`src/rtl/cpu_ctrl_pkg.sv`:
```
// rtl/cpu_ctrl_pkg.sv - shared types and constants for the core run controller
package cpu_ctrl_pkg;

  // Run sequencer states
  typedef enum logic [1:0] {
    IDLE = 2'd0,
    CLR  = 2'd1,
    RUN  = 2'd2,
    HALT = 2'd3
  } run_state_e;

  // Halt status reported to the host
  typedef enum logic [1:0] {
    ST_NONE    = 2'b00,
    ST_DONE    = 2'b01,
    ST_TIMEOUT = 2'b10,
    ST_ABORT   = 2'b11
  } run_status_e;

  // Opcode the control decoder turns into cpu_done
  localparam logic [5:0] DONE_OPCODE = 6'b111111;

  // Lets decoder-side logic share the same definition of "done"
  function automatic logic is_done_opcode(input logic [5:0] opcode);
    return opcode == DONE_OPCODE;
  endfunction

endpackage

```
`src/rtl/run_cycle_counter.sv`:
```
// rtl/run_cycle_counter.sv - core-cycle counter with clear and terminal flag
module run_cycle_counter
  import cpu_ctrl_pkg::*;
#(
  parameter int CYC_W      = 32,
  parameter int MAX_CYCLES = 100000
) (
  input  logic             clk,
  input  logic             rst_n,
  input  logic             clear,
  input  logic             inc,
  output logic [CYC_W-1:0] count,
  output logic             terminal
);

  localparam logic [CYC_W-1:0] LAST_VALUE = CYC_W'(MAX_CYCLES - 1);
  localparam logic [CYC_W-1:0] CAP_VALUE  = CYC_W'(MAX_CYCLES);

  logic [CYC_W-1:0] count_q, count_d;

  // Clear wins over increment; the cap keeps the count from ever wrapping
  always_comb begin
    count_d = count_q;
    if (clear) begin
      count_d = '0;
    end else if (inc && (count_q != CAP_VALUE)) begin
      count_d = count_q + CYC_W'(1);
    end
  end

  // Count register
  always_ff @(posedge clk or negedge rst_n) begin
    if (!rst_n) begin
      count_q <= '0;
    end else begin
      count_q <= count_d;
    end
  end

  assign count    = count_q;
  assign terminal = (count_q == LAST_VALUE);

endmodule

```
`src/rtl/cpu_run_controller.sv`:
```
// rtl/cpu_run_controller.sv - load/reset/run/halt sequencer around the single-cycle core
module cpu_run_controller
  import cpu_ctrl_pkg::*;
#(
  parameter int IMEM_AW    = 8,
  parameter int CYC_W      = 32,
  parameter int RST_CYCLES = 2,
  parameter int MAX_CYCLES = 100000
) (
  input  logic               clk,
  input  logic               rst_n,
  input  logic               host_start,
  input  logic               host_abort,
  input  logic               host_load_valid,
  output logic               host_load_ready,
  input  logic [IMEM_AW-1:0] host_load_addr,
  input  logic [31:0]        host_load_data,
  output logic               imem_we,
  output logic [IMEM_AW-1:0] imem_waddr,
  output logic [31:0]        imem_wdata,
  output logic               cpu_rst_n,
  output logic               cpu_en,
  input  logic               cpu_done,
  output logic               busy,
  output logic [CYC_W-1:0]   cycle_count,
  output logic [1:0]         status
);

  localparam int              CLR_W    = (RST_CYCLES > 1) ? $clog2(RST_CYCLES) : 1;
  localparam logic [CLR_W-1:0] CLR_LAST = CLR_W'(RST_CYCLES - 1);

  run_state_e         state_q, state_d;
  run_status_e        status_q, status_d;
  logic [CLR_W-1:0]   clr_cnt_q, clr_cnt_d;
  logic               cpu_rst_n_q, cpu_rst_n_d;
  logic               cpu_en_q, cpu_en_d;
  logic               imem_we_q, imem_we_d;
  logic [IMEM_AW-1:0] imem_waddr_q, imem_waddr_d;
  logic [31:0]        imem_wdata_q, imem_wdata_d;

  logic               load_fire;
  logic               cnt_clear;
  logic               cnt_inc;
  logic               cnt_terminal;
  logic [CYC_W-1:0]   cnt_value;

  // The write port is only offered while the core is not executing
  assign host_load_ready = (state_q == IDLE) || (state_q == HALT);
  assign busy            = (state_q == CLR) || (state_q == RUN);
  assign load_fire       = host_load_valid && host_load_ready;

  run_cycle_counter #(
    .CYC_W      (CYC_W),
    .MAX_CYCLES (MAX_CYCLES)
  ) u_cycle_counter (
    .clk      (clk),
    .rst_n    (rst_n),
    .clear    (cnt_clear),
    .inc      (cnt_inc),
    .count    (cnt_value),
    .terminal (cnt_terminal)
  );

  // Next state, status, and core controls decoded from the state being entered
  always_comb begin
    state_d   = state_q;
    status_d  = status_q;
    clr_cnt_d = clr_cnt_q;
    cnt_clear = 1'b0;
    cnt_inc   = 1'b0;
    case (state_q)
      IDLE, HALT: begin
        if (host_start) begin
          state_d   = CLR;
          status_d  = ST_NONE;
          clr_cnt_d = '0;
          cnt_clear = 1'b1;
        end
      end
      CLR: begin
        if (host_abort) begin
          state_d  = HALT;
          status_d = ST_ABORT;
        end else if (clr_cnt_q == CLR_LAST) begin
          state_d = RUN;
        end else begin
          clr_cnt_d = clr_cnt_q + CLR_W'(1);
        end
      end
      RUN: begin
        // The exit cycle still counts as an executed core cycle
        cnt_inc = 1'b1;
        if (cpu_done) begin
          state_d  = HALT;
          status_d = ST_DONE;
        end else if (host_abort) begin
          state_d  = HALT;
          status_d = ST_ABORT;
        end else if (cnt_terminal) begin
          state_d  = HALT;
          status_d = ST_TIMEOUT;
        end
      end
      default: begin
        state_d = IDLE;
      end
    endcase
    // Registering these from state_d keeps them aligned with the state they describe
    cpu_rst_n_d = (state_d == RUN) || (state_d == HALT);
    cpu_en_d    = (state_d == RUN);
  end

  // Program-word write is replayed to instruction memory one cycle after acceptance
  always_comb begin
    imem_we_d    = load_fire;
    imem_waddr_d = imem_waddr_q;
    imem_wdata_d = imem_wdata_q;
    if (load_fire) begin
      imem_waddr_d = host_load_addr;
      imem_wdata_d = host_load_data;
    end
  end

  // Sequencer and output registers; reset drops the core back into reset at once
  always_ff @(posedge clk or negedge rst_n) begin
    if (!rst_n) begin
      state_q      <= IDLE;
      status_q     <= ST_NONE;
      clr_cnt_q    <= '0;
      cpu_rst_n_q  <= 1'b0;
      cpu_en_q     <= 1'b0;
      imem_we_q    <= 1'b0;
      imem_waddr_q <= '0;
      imem_wdata_q <= '0;
    end else begin
      state_q      <= state_d;
      status_q     <= status_d;
      clr_cnt_q    <= clr_cnt_d;
      cpu_rst_n_q  <= cpu_rst_n_d;
      cpu_en_q     <= cpu_en_d;
      imem_we_q    <= imem_we_d;
      imem_waddr_q <= imem_waddr_d;
      imem_wdata_q <= imem_wdata_d;
    end
  end

  assign imem_we     = imem_we_q;
  assign imem_waddr  = imem_waddr_q;
  assign imem_wdata  = imem_wdata_q;
  assign cpu_rst_n   = cpu_rst_n_q;
  assign cpu_en      = cpu_en_q;
  assign cycle_count = cnt_value;
  assign status      = status_q;

endmodule

```
`config.mk`:
```
export PLATFORM = sky130hd
export DESIGN_NAME = cpu_run_controller
export DESIGN_NICKNAME = d
export VERILOG_FILES = /design/src/rtl/cpu_ctrl_pkg.sv /design/src/rtl/run_cycle_counter.sv /design/src/rtl/cpu_run_controller.sv
export SDC_FILE = /design/constraint.sdc
export NUM_CORES = 1
export LEC_CHECK = 0
export ABC_AREA = 1
export CAP_MARGIN = 30
export CORE_MARGIN = 2
export CORE_UTILIZATION = 45
export DETAILED_ROUTE_END_ITERATION = 16
export PLACE_DENSITY = 0.77
export SLEW_MARGIN = 25
export SYNTH_ARGS = -nofsm -noshare
export SYNTH_HDL_FRONTEND = slang
export SYNTH_SLANG_ARGS = --single-unit
```
`constraint.sdc`:
```
create_clock -name clk -period 3.5 [get_ports clk]
set_clock_uncertainty 0.1 [all_clocks]
set_input_delay 0.7 -clock clk [delete_from_list [all_inputs] [get_ports clk]]
set_output_delay 0.7 -clock clk [all_outputs]
set_load 0.02 [all_outputs]
```
* Word level (Yosys, flattened, before mapping)
Cells that the tools add are included.
** Cells by class
- Reduce and logical (&&, ||, !) cells :: 11
- Add/subtract/negate cells :: 2
- Equality and inequality tests :: 11
- Mux-type cells :: 22
** Operators by type and width (number)
- $mux 32 :: 2
- $add 32x1->32 const B :: 1
- $eq 32x17->1 const B :: 1
- $ne 32x17->1 const B :: 1
- $mux 2 :: 11
- $pmux 2 s3 :: 2
- $eq 2x2->1 const B :: 4
- $mux 1 :: 6
- $ne 2x2->1 const B :: 3
- $reduce_and 3->1 :: 2
- $ne 4x4->1 const B :: 1
- $reduce_bool 2->1 :: 2
- $logic_or 1x1->1 :: 3
- $eq 2x1->1 const B :: 1
- $logic_and 1x1->1 :: 2
- $logic_not 2->1 :: 1
- $pmux 1 s2 :: 1
- $reduce_or 2->1 :: 1
- $add 1x1->1 const B :: 1
** Word-level totals
- Register bits :: 80
- Logic and storage cells :: 55
- Input bits :: 46

* Depth between registers and ports, before layout
- Depth in word-level cells :: 7
- Gate-level depth with buffers :: 12
- Mapped depth without buffers :: 11

* Modules after synthesis
From an unflattened synthesis, not the netlist that was laid out.
** Unflattened totals
- Cell total of the unflattened synthesis :: 608
- Area, all modules :: 4306.6 um2
** By module, submodules not included
- run_cycle_counter :: sequential area each 800.8 um2, area an instance 2359.8 um2, times used 1, cells each 378
- cpu_run_controller :: sequential area each 1201.2 um2, area an instance 1946.9 um2, times used 1, cells each 230

* Least setup slack after synthesis
OpenSTA, ideal clock, no wires.
- Path type :: flip-flop to flip-flop
- Start :: reg u_cycle_counter.count_q[0] (netlist: u_cycle_counter.count[0])
- End :: reg u_cycle_counter.count_q[14] (netlist: u_cycle_counter.count[14])
- Data required time :: 3.273 ns
- Path buffers :: 0
- Stages on the path, launching flop included :: 10
- Period minus slack after synthesis :: 1.862 ns
- Setup slack :: 1.638 ns
- Arrival time :: 1.635 ns
- Setup time :: 0.127 ns
- Cells stage by stage :: dfrtp_1 ha_1 nand2_2 nor2_1 nand2_1 nor2_2 xor2_1 inv_1 nand3_1 o21ai_0
** On the way
- Longest elaborated chain between the ends :: 3
- Elaborated cells between the ends (all ways) :: 6
- Classes of those cells :: 1 x add/sub; 1 x eq/ne; 2 x mux; 2 x reduce/logical
** Ends and longest elaborated chain
- start: declaration :: line run_cycle_counter.sv:19 : logic [CYC_W-1:0] count_q, count_d;
- start signal: assignment :: line run_cycle_counter.sv:36 : count_q <= count_d;
- $add 32x1->32 or $ne 32x17->1 (tied branches) :: line run_cycle_counter.sv:27, run_cycle_counter.sv:26
- $mux 32 or $logic_and 1x1->1 (tied branches) :: line run_cycle_counter.sv:26 : end else if (inc && (count_q != CAP_VALUE)) begin
- $mux 32 or $reduce_bool 2->1 (tied branches)
Several ways; a longest one is shown, not always the timed one. The select of a mux whose other input is x is not followed.
A chain may end at the register's enable or synchronous reset.

* Final worst setup path
- Start :: reg state_q[0]
- End :: out busy
** On the way
- Longest elaborated chain between the ends :: 2
- Elaborated cells between the ends (all ways) :: 3
- Classes of those cells :: 2 x eq/ne; 1 x reduce/logical
** Ends and longest elaborated chain
- start: declaration :: line cpu_run_controller.sv:32 : run_state_e state_q, state_d;
- start signal: assignment :: line cpu_run_controller.sv:136 : state_q <= state_d;
- $eq 2x1->1 or $eq 2x2->1 (tied branches) :: line cpu_run_controller.sv:49 : assign busy = (state_q == CLR) || (state_q == RUN);
- $logic_or 1x1->1 (*) :: line cpu_run_controller.sv:49
- end: declaration :: line cpu_run_controller.sv:24 : output logic busy,
Every way passes the cells marked *; elsewhere a longest branch is shown, timed or not.

==> run summary <==
The flow ran to the end, and the final reports show no timing, DRC or antenna violations. The clock-pin slew reported for the worst setup and hold paths after clock tree synthesis is around 90 ps. The internal power summed over all cells came out at about 2.4 mW. After the first detailed-routing iteration, the DRC count stood at 287. The combinational power share is approximately 47%. The utilization of the core after routing is between 60% and 70%. Ranked by total cell area, the synthesized netlist is headed by sky130_fd_sc_hd__dfrtp_1 47%, sky130_fd_sc_hd__nand2_1 24%, sky130_fd_sc_hd__nor2_1 6.0%. The number of buffers created by CTS is 9. The leakage power came out at between 2 and 3 nW. The count of endpoints failing hold in the final timing report came out at 0.

Data on the critical path is required at its endpoint by approximately 2700 ps. The full die area came out at around 0.010 mm^2. The number of hold buffers added after cts came out at 0. The routed layout has between 4k and 5k vias. Setup repair after global routing left no endpoint under its margin. Buffers added to address setup during post-CTS repair amount to 0.

By startpoint and endpoint, the worst setup path is classified as reg2out. The worst min-delay path class is in2async. The worst setup path is launched from a register.

In this run, the clock network consumes roughly a fifth of the power. The clock sink count is 80. The net count reported at finish is between 700 and 800. The via count of the first global-routing pass is ~4.4k. The top achievable clock speed is 365 MHz. The signal on the critical path passes through inv_1 > ha_1 > inv_1 > clkdlybuf4s50_1. After detailed routing, no signal wire sits above met4. Of the total power, the share spent switching nets is between 40% and 50%. The y dimension of the die is around 100 um. The number of storage elements in the synthesis netlist came out at 80. On the worst path, the slowest cell contributes a delay of between 600 and 700 ps. The starting density of the core is around 46%. Across the run, the number of max-cap violations was 0.

The area of all placed cells without fillers is roughly 0.0059 mm^2. The top-level port count came out at 125. At the worst endpoint, the arrival time is roughly 1900 ps. The post-detailed-placement cell area is approximately 0.0056 mm^2.

The number of warning messages in the yosys log came out at 0. Row generation in the floorplan step produced 35 rows. The detailed-routed wire length on met3 is between 1000 and 1500 um. The synthesized design spends more area on one cell type than any other, namely sky130_fd_sc_hd__dfrtp_1. The total grt overflow came out at 0.

Setup violations remaining at the end of the flow were counted as 0. A synthesized cell averages between 7 and 8 um^2. The number of input and output port buffers inserted is approximately 120. The largest voltage drop on the vdd net is between 0.5 and 0.6 mV.

The share of synthesized area in the top cell type comes to between 40% and 50%. The most numerous cell type found on the critical path is sky130_fd_sc_hd__inv_1. The area growth from synthesis to layout came out at 36.7%. The worst relative slew slack is between 40% and 50%. The placeable core area came out at ~0.009 mm^2. The via density per instance is around 5. The clock latency on the worst-skew pair is ~350 ps. The horizontal die dimension came out at just over 100 um. The worst register-to-register path begins at u_cycle_counter.count[0]. In this run the worst path has a maximum fanout of 5. The wire length of the first global-routing pass is approximately 21000 um. For flop-to-flop paths, the worst setup slack is 1060 ps.

When the netlist entered floorplanning its net count stood at approximately 650. Synthesis instantiated 25 different standard cells from the library. The share of the yosys chip area belonging to registers came out at a little under half. After detailed routing, the wire length on met1 is around 5000 um.

Leaving out fill and tap cells, the most frequent cells in the layout are 271 x sky130_fd_sc_hd__nand2_1, 123 x sky130_fd_sc_hd__clkdlybuf4s50_1, 80 x sky130_fd_sc_hd__dfrtp_1. The DRC violation count after routing came out at 0. The cell at the root of the clock tree is sky130_fd_sc_hd__clkbuf_8.

The post-cts gate resize count came out at 0. TritonCTS built the clock tree. The number of optimization iterations in the first detailed-route pass is 5. The kind of end point of the critical path is an output port.

The number of inserted filler cells in the final layout came out at 807. The sum of negative setup slack is 0 ps. The antenna diode instance count came out at 0. The largest individual stage delay along the critical path comes from the cell sky130_fd_sc_hd__clkdlybuf4s50_1. Once detail routing completed, the nets flagged for antenna violations numbered 0.

The aggregate routed wire length is approximately 12000 um. The maximum buffer depth of the clock tree came out at 2. The deepest level of the CTS H-tree is 3. The slew at the pin closest to its max-slew limit came out at 821 ps. The half-perimeter wire length of the detailed placement result came out at approximately 9200 um. Routability-driven placement finished with a final weighted congestion of about 0.9. The pin count of the biggest net entering global routing came out at 48.

The overall fraction of global-route tracks in use came out at about a quarter. The mapped cell area came out at between 0.004 and 0.005 mm^2. In this run the critical register-to-register path is captured at u_cycle_counter.count[7]. The cell count after synthesis came out at 598.

The post-route clock period utilization is about four fifths. The number of pins with negative max-slew slack in the final report is 0. The time the worst path needs with I/O delays and setup came out at 2740 ps.

Leaving out fill and tap cells, the most frequent cell in the layout is sky130_fd_sc_hd__nand2_1. The fraction of layout instances using a drive strength above 1 came out at 4.55%. The number of cells on the worst reg-to-reg path is 10.

The initial antenna violation count is 0. The met2 wire length is approximately 5700 um. The switching component of the power came out at 1.65 mW. The areal power density over the cells came out at between 600 and 700 mW/mm^2. In this run, flip-flops and latches consume about a third of the power. The mean routed wirelength per cell came out at 14.5 um.
[power by group through the flow]
| stage | Combinational (mW) | Clock, mW | Sequential, mW |
|---|---|---|---|
| floorplan | 0.775 | 0 | 1.68 |
| global placement | 1.85 | 0 | 1.37 |
| detailed placement | 1.89 | 0 | 1.38 |
| CTS | 1.90 | 0.788 | 1.38 |
| global route | 2.06 | 0.826 | 1.41 |
| finish | 1.88 | 0.776 | 1.38 |
[sequential cells by signal, summed over array words and instances, names as in the netlist]
signal / cells
imem_we: 1
imem_waddr: 8
cpu_en: 1
state_q: 2
imem_wdata: 32
status: 2
u_cycle_counter.count: 32
cpu_rst_n: 1
clr_cnt_q: 1
[worst max path at each step]
stage	start	end	cells after the start
floorplan	u_cycle_counter.count[0]	u_cycle_counter.count[14]	9
global placement	host_start	u_cycle_counter.count[24]	6
detailed placement	host_start	u_cycle_counter.count[4]	6
CTS	state_q[0]	busy	4
global route	state_q[0]	busy	4
finish	state_q[0]	busy	4
[layer usage]
| layer | vias to the layer above | GRT usage [%] |
|---|---|---|
| met5 | - | 0 |
| met4 | 0 | 10.9 |
| met3 | 30 | 9.11 |
| met2 | 201 | 41.6 |
| met1 | 1981 | 31.5 |
| li1 | 2092 | - |
[logic make-up after synthesis]
group / synth area share [%]
flip-flops: 46.8
buffers and inverters: 6.66
AND/OR/NAND/NOR: 39.8
adder cells (fa/ha/maj): 1.17
XOR/XNOR: 2.45
AO/OA/AOI/OAI: 3.19
[through the flow]
| stage | setup WS [ps] | power (mW) | hold slack (ps) | cells |
|---|---|---|---|---|
| detailed placement | 874 | 3.27 | 364 | 838 |
| floorplan | 1640 | 2.46 | 304 | 598 |
| CTS | 719 | 4.06 | 202 | 854 |
| global placement | 940 | 3.22 | 361 | 837 |
| global route | 637 | 4.30 | 211 | 854 |
| finish | 763 | 4.03 | 187 | 854 |
[final cells by class]
type	instances	area, um^2	share of cell area, %
flip-flops and latches	80	2000	34.2
clock buffers	12	145	2.48
repair buffers	128	1290	22.0
clock inverters	4	76.3	1.30
multi-input cells	452	1990	34.1
inverters	49	184	3.14
well taps	129	161	2.76
[synth_stat cells, drive strengths merged]
library cell / n
a22oi: 1
o31ai: 1
xor2: 12
nand2: 274
o21ai: 20
a21oi: 2
or2: 1
a21boi: 1
nor3: 1
nand3b: 4
clkbuf: 9
nand4: 20
nor2: 76
buf: 8
dfrtp: 80
nand3: 35
ha: 4
inv: 49
[worst max-delay path: cells and delay by family, from the launching register on]
kind | cells | cell delay (ps)
buffers and inverters | 3 | 860
flip-flops | 1 | 380
adder cells (fa/ha/maj) | 1 | 350
No activity file was read; power rests on OpenSTA's default activity.
